`src/rtl/keypad_pkg.sv`:
```
// Shared key codes, entry limits and the keypad (col,row) -> key code map.
package keypad_pkg;

    typedef logic [4:0] key_t;  // bit 4 set means no key

    localparam logic [3:0] KEY_0    = 4'd0;
    localparam logic [3:0] KEY_1    = 4'd1;
    localparam logic [3:0] KEY_2    = 4'd2;
    localparam logic [3:0] KEY_3    = 4'd3;
    localparam logic [3:0] KEY_4    = 4'd4;
    localparam logic [3:0] KEY_5    = 4'd5;
    localparam logic [3:0] KEY_6    = 4'd6;
    localparam logic [3:0] KEY_7    = 4'd7;
    localparam logic [3:0] KEY_8    = 4'd8;
    localparam logic [3:0] KEY_9    = 4'd9;
    localparam logic [3:0] KEY_A    = 4'd10;
    localparam logic [3:0] KEY_B    = 4'd11;
    localparam logic [3:0] KEY_C    = 4'd12;
    localparam logic [3:0] KEY_D    = 4'd13;
    localparam logic [3:0] KEY_STAR = 4'd14;
    localparam logic [3:0] KEY_HASH = 4'd15;
    localparam key_t       KEY_NONE = 5'h10;

    localparam int MAX_DIGITS = 3;
    localparam int MAX_VALUE  = 255;

    function automatic logic [3:0] key_map(input logic [1:0] col, input logic [1:0] row);
        case ({col, row})
            4'h0:    return KEY_1;
            4'h1:    return KEY_4;
            4'h2:    return KEY_7;
            4'h3:    return KEY_STAR;
            4'h4:    return KEY_2;
            4'h5:    return KEY_5;
            4'h6:    return KEY_8;
            4'h7:    return KEY_0;
            4'h8:    return KEY_3;
            4'h9:    return KEY_6;
            4'hA:    return KEY_9;
            4'hB:    return KEY_HASH;
            4'hC:    return KEY_A;
            4'hD:    return KEY_B;
            4'hE:    return KEY_C;
            default: return KEY_D;
        endcase
    endfunction

endpackage

```
`src/rtl/keypad_scanner.sv`:
```
// Column scanner with ghost rejection and scan-level debounce; emits one
// press_event per stable NONE->key transition.
module keypad_scanner
    import keypad_pkg::*;
#(
    parameter int SCAN_DIV       = 1000,
    parameter int DEBOUNCE_SCANS = 4
) (
    input  logic       clk,
    input  logic       reset,
    input  logic [3:0] key_row,
    output logic [3:0] key_col,
    output logic [3:0] key_code,
    output logic       press_event
);

    localparam int DW = (SCAN_DIV > 2) ? $clog2(SCAN_DIV) : 1;
    localparam int CW = $clog2(DEBOUNCE_SCANS + 1);

    logic [DW-1:0] div_reg;
    logic [1:0]    col_reg;
    logic [1:0]    scan_hits_reg;
    logic [3:0]    scan_code_reg;
    key_t          last_reg;
    key_t          stable_reg;
    logic [CW-1:0] match_reg;
    logic [3:0]    key_code_reg;
    logic          press_event_reg;

    logic          slot_end;
    logic [3:0]    active;
    logic [2:0]    col_ones;
    logic [1:0]    col_row;
    logic [2:0]    hits_sum;
    logic [1:0]    hits_next;
    logic [3:0]    code_next;
    key_t          scan_result;
    logic [CW-1:0] match_next;

    assign slot_end = (div_reg == DW'(SCAN_DIV - 1));
    assign active   = ~key_row;
    assign key_col  = ~(4'b0001 << col_reg);

    always_comb begin
        col_ones = 3'(active[0]) + 3'(active[1]) + 3'(active[2]) + 3'(active[3]);
        col_row  = 2'd0;
        for (int r = 3; r >= 0; r--) begin
            if (active[r]) col_row = 2'(r);
        end
        // Hit count saturates at 2: anything beyond one contact is ghosting.
        hits_sum    = {1'b0, scan_hits_reg} + ((col_ones > 3'd1) ? 3'd2 : col_ones);
        hits_next   = (hits_sum >= 3'd2) ? 2'd2 : hits_sum[1:0];
        code_next   = (col_ones == 3'd1) ? key_map(col_reg, col_row) : scan_code_reg;
        scan_result = (hits_next == 2'd1) ? {1'b0, code_next} : KEY_NONE;
        if (scan_result != last_reg)
            match_next = CW'(1);
        else if (match_reg == CW'(DEBOUNCE_SCANS))
            match_next = match_reg;
        else
            match_next = match_reg + CW'(1);
    end

    always_ff @(posedge clk) begin
        if (reset) begin
            div_reg         <= '0;
            col_reg         <= 2'd0;
            scan_hits_reg   <= 2'd0;
            scan_code_reg   <= 4'd0;
            last_reg        <= KEY_NONE;
            stable_reg      <= KEY_NONE;
            match_reg       <= '0;
            key_code_reg    <= 4'd0;
            press_event_reg <= 1'b0;
        end else begin
            press_event_reg <= 1'b0;
            div_reg         <= slot_end ? '0 : div_reg + DW'(1);
            if (slot_end) begin
                col_reg <= col_reg + 2'd1;
                if (col_reg == 2'd3) begin
                    scan_hits_reg <= 2'd0;
                    scan_code_reg <= 4'd0;
                    last_reg      <= scan_result;
                    match_reg     <= match_next;
                    if (match_next >= CW'(DEBOUNCE_SCANS)) begin
                        stable_reg <= scan_result;
                        if (stable_reg == KEY_NONE && scan_result != KEY_NONE) begin
                            press_event_reg <= 1'b1;
                            key_code_reg    <= scan_result[3:0];
                        end
                    end
                end else begin
                    scan_hits_reg <= hits_next;
                    scan_code_reg <= code_next;
                end
            end
        end
    end

    assign key_code    = key_code_reg;
    assign press_event = press_event_reg;

endmodule

```
`src/rtl/keypad_entry_module.sv`:
```
// Keypad entry: accumulates up to three decimal digits and converts the
// entry to an 8-bit value on '#', with a live saturated echo.
module keypad_entry_module
    import keypad_pkg::*;
#(
    parameter int SCAN_DIV       = 1000,
    parameter int DEBOUNCE_SCANS = 4
) (
    input  logic       clk,
    input  logic       reset,
    input  logic [3:0] key_row,
    output logic [3:0] key_col,
    output logic [7:0] value,
    output logic       value_valid,
    output logic       entry_err,
    output logic [7:0] echo,
    output logic [1:0] digit_count
);

    logic [3:0] key_code;
    logic       press_event;

    logic [9:0] acc_reg;
    logic [1:0] count_reg;
    logic [7:0] value_reg;
    logic       value_valid_reg;
    logic       entry_err_reg;

    keypad_scanner #(
        .SCAN_DIV      (SCAN_DIV),
        .DEBOUNCE_SCANS(DEBOUNCE_SCANS)
    ) u_scanner (
        .clk        (clk),
        .reset      (reset),
        .key_row    (key_row),
        .key_col    (key_col),
        .key_code   (key_code),
        .press_event(press_event)
    );

    always_ff @(posedge clk) begin
        if (reset) begin
            acc_reg         <= 10'd0;
            count_reg       <= 2'd0;
            value_reg       <= 8'd0;
            value_valid_reg <= 1'b0;
            entry_err_reg   <= 1'b0;
        end else begin
            value_valid_reg <= 1'b0;
            entry_err_reg   <= 1'b0;
            if (press_event) begin
                if (key_code <= KEY_9) begin
                    // count < 3 bounds acc to 99 here, so the result fits 10 bits
                    if (count_reg < 2'(MAX_DIGITS)) begin
                        acc_reg   <= acc_reg * 10'd10 + {6'd0, key_code};
                        count_reg <= count_reg + 2'd1;
                    end else begin
                        entry_err_reg <= 1'b1;
                    end
                end else if (key_code == KEY_STAR) begin
                    acc_reg   <= 10'd0;
                    count_reg <= 2'd0;
                end else if (key_code == KEY_HASH && count_reg != 2'd0) begin
                    if (acc_reg <= 10'(MAX_VALUE)) begin
                        value_reg       <= acc_reg[7:0];
                        value_valid_reg <= 1'b1;
                    end else begin
                        entry_err_reg <= 1'b1;
                    end
                    acc_reg   <= 10'd0;
                    count_reg <= 2'd0;
                end
            end
        end
    end

    assign echo        = (acc_reg > 10'(MAX_VALUE)) ? 8'hFF : acc_reg[7:0];
    assign value       = value_reg;
    assign value_valid = value_valid_reg;
    assign entry_err   = entry_err_reg;
    assign digit_count = count_reg;

endmodule

```
`config.mk`:
```
export PLATFORM = sky130hd
export DESIGN_NAME = keypad_entry_module
export DESIGN_NICKNAME = d
export VERILOG_FILES = /design/src/rtl/keypad_pkg.sv /design/src/rtl/keypad_scanner.sv /design/src/rtl/keypad_entry_module.sv
export SDC_FILE = /design/constraint.sdc
export NUM_CORES = 1
export LEC_CHECK = 0
export ABC_CLOCK_PERIOD_IN_PS = 6000
export CAP_MARGIN = 20
export CELL_PAD_IN_SITES_DETAIL_PLACEMENT = 1
export CELL_PAD_IN_SITES_GLOBAL_PLACEMENT = 1
export CORE_AREA = 5 5 116 118
export CTS_CLUSTER_SIZE = 14
export DETAILED_ROUTE_END_ITERATION = 6
export DIE_AREA = 0 0 121 123
export GPL_TIMING_DRIVEN = 0
export PLACE_DENSITY_LB_ADDON = 0.3
export SLEW_MARGIN = 20
export SYNTH_ARGS = -nofsm -noshare
export SYNTH_HDL_FRONTEND = slang
export SYNTH_HIERARCHICAL = 1
export SYNTH_SLANG_ARGS = --single-unit
```
`constraint.sdc`:
```
create_clock -name clk -period 6 [get_ports clk]
set_clock_uncertainty 0.05 [all_clocks]
set_input_delay 1.5 -clock clk [delete_from_list [all_inputs] [get_ports clk]]
set_output_delay 1.5 -clock clk [all_outputs]
set_load 0.02 [all_outputs]
```
==> results of run 1 <==
synth_stat cells (3+ instances only):
master	n
a211oi_1	5
a21o_1	5
a21oi_1	29
a22o_1	8
a22oi_1	5
a31oi_1	5
and2_1	3
and3_1	3
buf_4	3
buf_6	4
clkbuf_1	8
dfxtp_1	58
fa_1	4
ha_1	27
inv_1	20
mux2i_1	3
nand2_1	30
nand2b_1	7
nand3_1	16
nand4_1	9
nor2_1	35
nor2_2	4
nor2b_1	5
nor3_1	7
nor3b_1	3
nor4_1	4
o21a_1	3
o21ai_0	17
o31ai_1	4
or2_2	3
or3_1	12
xnor2_1	10
xor2_1	8
worst paths after layout:
kind	startpoint	end	slack (ns)	cells past startpoint
hold / removal	u_scanner/scan_code_reg[2]	u_scanner/scan_code_reg[2]	0.40	2
hold reg to reg	u_scanner/scan_code_reg[2]	u_scanner/scan_code_reg[2]	0.40	2
setup / recovery	key_row[1]	u_scanner/key_code[1]	0.21	17
setup reg to reg	u_scanner/scan_hits_reg[0]	u_scanner/stable_reg[0]	3.21	9
worst reg2reg max path, delay by kind of cell, from the launching register on:
kind / cells / cell delay, ns
buffers and inverters: 1 / 0.18
flip-flops: 1 / 0.32
adder cells (fa/ha/maj): 2 / 0.66
AND/OR/NAND/NOR: 3 / 0.75
XOR/XNOR: 1 / 0.32
AO/OA/AOI/OAI: 2 / 0.44
cells by family after synthesis:
family | share of synthesized area (%)
AOI/OAI and AO/OA | 19.3
xor gates and xnor gates | 5.48
adders and majority gates | 11.7
buffers and inverters | 5.37
DFF | 32.4
muxes | 0.838
and+or+nand+nor | 24.9
layer usage:
metal	GRT usage (%)	part of all wire (%)	up-vias
li1	-	-	1546
met1	17.2	47	1521
met2	23.2	49	44
met3	3.20	2.9	9
met4	5.24	1.4	0
met5	0	0	-
area by class of cell:
| class | count | area share (%) |
|---|---|---|
| multi-input cells | 313 | 50.5 |
| flip-flops and latches | 58 | 26.1 |
| repair buffers | 30 | 7.04 |
| clock buffers | 11 | 5.46 |
| well taps | 172 | 4.84 |
| plain buffers | 17 | 2.53 |
| inverters | 21 | 1.80 |
| clock inverters | 5 | 1.75 |
power breakdown:
part / total [W] / internal (W) / switching [W]
clock network: 0.000556 / 0.000373 / 0.000183
registers: 0.000389 / 0.000387 / 0.00000169
logic: 0.000104 / 0.0000411 / 0.0000626
what timing repair did:
| item | CTS | global route |
|---|---|---|
| gates resized for setup | 0 | 2 |
| setup endpoints to repair | 0 | 10 |
| buffers inserted | 0 | 1 |
metrics by stage:
stage          hold WS, ns  power [W]  setup slack (ns)
5_1_grt              0.428    0.00109            0.0164
2_1_floorplan        0.376   0.000467             0.888
3_5_place_dp         0.400   0.000494            -0.241
4_1_cts              0.407    0.00106            0.0793
3_3_place_gp         0.392   0.000491            -0.170
6_report             0.402    0.00105             0.208
==> results.json, run 1 <==
{
  "path_clk_slew_ns": 0.05,
  "synth_edf_count": 0,
  "hpwl_um": 7280,
  "grt_pass1_vias": 3196,
  "coreArea_sq_um": 12400,
  "start_util_pct": 29.0,
  "worst-path-buf-inv": 5,
  "vias_per_cell": 4.98,
  "clock_latency_ns": 0.33,
  "clock-sinks": 58,
  "power_density_nw_per_um2": 236,
  "status": "complete, no violations",
  "syn_area_per_cell_sq_um": 8.76,
  "drtAntennaViolNets": 0,
  "cts_buffers": 9,
  "drive_above_1_share_pct": 11.9,
  "floorplan.io_pins": 30,
  "port_buffers": 29,
  "critPathMaxStageDelay_ns": 0.62,
  "die_x_um": 121,
  "gr-total-overflow": 0,
  "post-route-util_pct": 35.9,
  "setup_viol": 0,
  "placed_area_sq_um": 4100,
  "endpoint_kind": "flip-flop",
  "final_cell_mix": "dfxtp_1 (58), nor2_1 (35), nand2_1 (30)",
  "layout.area.seq_sq_um": 1160,
  "wirelength_um": 9780,
  "fin_nets": 487,
  "max-cap-violations": 0,
  "cp.required_ns": 6.15,
  "crit_fanout": 10,
  "maxSlewHeadroom_pct": 44.2,
  "synth_area_leader_cell": "dfxtp_1",
  "dieArea_sq_um": 14900,
  "synth_nets": 446,
  "leakagePower_nw": 1.66,
  "ctsRootBufferMaster": "clkbuf_16",
  "synth.area.top_cells": "dfxtp_1 (32%), ha_1 (9.4%), a21oi_1 (4.0%)",
  "period_minus_slack_ns": 5.79,
  "peakVddDrop_mv": 0.187,
  "min_path_type": "reg2reg",
  "die_y_um": 123,
  "yosysUniqueCellTypes": 68,
  "nFillCells": 1466,
  "cpMaxStageDelayCell": "clkdlybuf4s50_1",
  "track_usage_pct": 13.8,
  "rows": 41,
  "crit_type": "in2reg",
  "final_cell_area_sq_um": 4440,
  "syn2layout_area_growth_pct": 24.0,
  "drv_slew": 0,
  "final_cells": 627,
  "yosys_register_bits": 58,
  "cp-start-kind": "input pin",
  "wl_per_cell_um": 15.6,
  "cpLargestDelayFamily": "adder cells",
  "place.gp.congestion": 0.756,
  "path_cells": "clkdlybuf4s50_1, fa_1, inv_1, ha_1, inv_1, ha_1, or3b_4, clkinv_2, buf_6, ha_1, fa_1, nand2b_1, or3_1, a211oi_1, nand4_1, o21ai_0, a21oi_1",
  "cts_max_path_buffers": 2,
  "drtPass1Iterations": 4,
  "vias": 3120,
  "syn_inst": 409,
  "ctsHtreeMaxLevel": 3,
  "finalCritPeriodShare_pct": 96.5,
  "grt_max_degree": 11,
  "diodes": 0,
  "hold_violations": 0,
  "final_common_cell": "dfxtp_1",
  "path_common_cell": "ha_1",
  "netlist_area_sq_um": 3580,
  "grt_pass1_wl_um": 16300,
  "async_reset_ff_share_pct": 0,
  "critPathArrivalTime_ns": 5.95,
  "cts_tree": "yes",
  "synthFlopType": "dfxtp_1",
  "antenna_found_initial": 0,
  "dp.cells": 610,
  "drt_iter0_markers": 100,
  "clock.fmax_ghz": 0.173,
  "yosysTopAreaCellShare_pct": 32.4,
  "fin_setup_tns_ns": 0,
  "drc_errors": 0,
  "holdBufCountCts": 0,
  "yosys_warnings": 6,
  "worst_slew_pin_slew_ns": 0.830,
  "rsz0062_at_grt": "no",
  "synth-seq-area-share_pct": 32.4,
  "multiInputGateArea_sq_um": 2240
}
Power figures use the tool's default switching activity.
==> inputs of run 2 (changes only) <==
CORE_AREA = 5 5 96 98   (was 5 5 116 118)
CTS_CLUSTER_DIAMETER = 120   (was not set)
DIE_AREA = 0 0 101 103   (was 0 0 121 123)
==> run 2 against run 1 <==
Compared with the run above:
- worst hold slack better by 0.013 ns
- wire length is 0.73% lower
- via count is 0.93% higher
- total power is 17% lower
- combinational power hardly changed
- fmax is 0.12% higher
- register-to-register slack better by 0.09 ns
- clock power is 32% lower
- worst setup slack better by 0.0071 ns
- count of clock-buffer cells in the layout is 2 higher
- sequential share of layout area is 1.0 points higher
- critical path type unchanged
- largest cell class unchanged
- highest routed layer unchanged
==> results.json, run 2 (synthesis results as in run 1) <==
{
  "status": "complete, no violations",
  "rows": 34,
  "seqPwrFrac_pct": 44.5,
  "multiInputGateArea_sq_um": 2270,
  "place.gp.congestion": 0.775,
  "combPwrFrac_pct": 12.0,
  "vias": 3149,
  "fin_setup_tns_ns": 0,
  "gr-total-overflow": 0,
  "hold_end": "u_scanner/last_reg[0]",
  "grt_pass1_wl_um": 16500,
  "hold_violations": 0,
  "peakVddDrop_mv": 0.141,
  "ctsHtreeMaxLevel": 3,
  "period_minus_slack_ns": 5.78,
  "hold_ws_ns": 0.415,
  "holdBufCountCts": 0,
  "coreArea_sq_um": 8380,
  "floorplan.io_pins": 30,
  "cp-start-kind": "input pin",
  "dieArea_sq_um": 10400,
  "hpwl_um": 7230,
  "worstHoldStart": "u_scanner/last_reg[0]",
  "port_buffers": 29,
  "die_x_um": 101,
  "clkPwrFrac_pct": 43.5,
  "p_total_w": 0.000873,
  "r2r-start": "u_scanner/scan_hits_reg[0]",
  "final_cell_mix": "dfxtp_1 (58), nor2_1 (35), nand2_1 (30)",
  "crit_type": "in2reg",
  "dp.cells": 546,
  "syn2layout_area_growth_pct": 19.3,
  "ff2ff_setup_slack_ns": 3.30,
  "min_path_type": "reg2reg",
  "die_y_um": 103,
  "ctsRootBufferMaster": "clkbuf_8",
  "nFillCells": 989,
  "clock.fmax_ghz": 0.173,
  "swShare_pct": 25.4,
  "cts_tree": "yes",
  "cts_max_path_buffers": 2,
  "final_cells": 564,
  "drt_iter0_markers": 96,
  "cpMaxStageDelayCell": "clkdlybuf4s50_1",
  "track_usage_pct": 20.1,
  "grt_max_degree": 11,
  "worst_slew_pin_slew_ns": 0.755,
  "r2r_end": "u_scanner/match_reg[1]",
  "start_util_pct": 42.8,
  "drv_slew": 0,
  "wirelength_um": 9710,
  "critPathMaxStageDelay_ns": 0.60,
  "antenna_found_initial": 0,
  "layout.area.seq_sq_um": 1160,
  "fin_nets": 489,
  "endpoint_kind": "flip-flop",
  "setup_viol": 0,
  "maxSlewHeadroom_pct": 49.2,
  "cp.required_ns": 6.18,
  "drtAntennaViolNets": 0,
  "p_sw_w": 0.000221,
  "max-cap-violations": 0,
  "diodes": 0,
  "whs_path_depth": 2,
  "p_int_w": 0.000651,
  "cts_buffers": 9,
  "vias_per_cell": 5.58,
  "leakagePower_nw": 1.63,
  "rsz0062_at_grt": "no",
  "path_clk_slew_ns": 0.06,
  "drive_above_1_share_pct": 12.5,
  "drtPass1Iterations": 4,
  "crit_fanout": 10,
  "grt_pass1_vias": 3394,
  "path_common_cell": "ha_1",
  "drc_errors": 0,
  "wl_per_cell_um": 17.2,
  "finalCritPeriodShare_pct": 96.4,
  "critPathArrivalTime_ns": 5.97,
  "clock_latency_ns": 0.35,
  "final_cell_area_sq_um": 4280,
  "clock-sinks": 58,
  "power_density_nw_per_um2": 204,
  "final_common_cell": "dfxtp_1",
  "path_cells": "clkdlybuf4s50_1, fa_1, inv_1, ha_1, inv_1, ha_1, or3b_4, clkinv_2, buf_6, ha_1, fa_1, nand2b_1, or3_1, a211oi_1, nand4_1, o21ai_0, a21oi_1",
  "rr_worst_depth": 9,
  "placed_area_sq_um": 4020
}
## run 2: worst max path at each step
stage	startpoint	end	slack [ns]	cells after the start
final	key_row[3]	u_scanner/key_code[1]	0.22	17
after global placement	key_row[0]	u_scanner/match_reg[0]	-0.15	17
after detailed placement	key_row[0]	u_scanner/key_code[3]	-0.31	17
after floorplan	key_row[0]	u_scanner/match_reg[1]	0.89	17
after global routing	key_row[3]	u_scanner/stable_reg[3]	0.003	18
after CTS	key_row[0]	u_scanner/key_code[1]	0.03	17
## run 2: worst max-delay path: cells and delay by family
kind / cells / cell delay, ns
compound gates: 3 / 0.60
fa+ha+maj: 5 / 1.57
simple gates: 4 / 1.34
buf+inv: 5 / 0.95
## run 2: final cells by class
cell class / instances / share of cell area, %
multi-input combinational: 313 / 53.0
sequential: 58 / 27.1
timing repair buffer: 32 / 7.43
clock buffer: 13 / 3.95
tap: 108 / 3.16
buffer: 17 / 2.63
inverter: 21 / 1.87
clock inverter: 2 / 0.819
## run 2: power groups by stage
stage	Combinational, W	Sequential, W	Clock [W]
3_5_place_dp	0.0000964	0.000397	0
5_1_grt	0.000116	0.000389	0.000406
6_report	0.000105	0.000389	0.000379
2_1_floorplan	0.0000700	0.000397	0
3_3_place_gp	0.0000932	0.000397	0
4_1_cts	0.0000970	0.000388	0.000389
## run 2: metrics by stage
| stage | worst slack [ns] | util [%] |
|---|---|---|
| after floorplan | 0.888 | - |
| after global placement | -0.151 | 47.9 |
| after detailed placement | -0.310 | 47.9 |
| after CTS | 0.0258 | 50.4 |
| after global routing | 0.00277 | 51.0 |
| final | 0.216 | 51.0 |
## run 2: per-layer routing
layer | GRT usage [%] | vias to the layer above | routed length, um
met3 | 4.60 | 17 | 287
met1 | 23.8 | 1525 | 4210
met5 | 0 | - | 0
met4 | 7.36 | 0 | 198
li1 | - | 1554 | -
met2 | 35.6 | 53 | 5010
## run 2: what timing repair did
action,CTS,global route
setup endpoints to repair,0,12
setup buffers,0,3
resized for setup,0,7
endpoints found under the hold margin,0,0
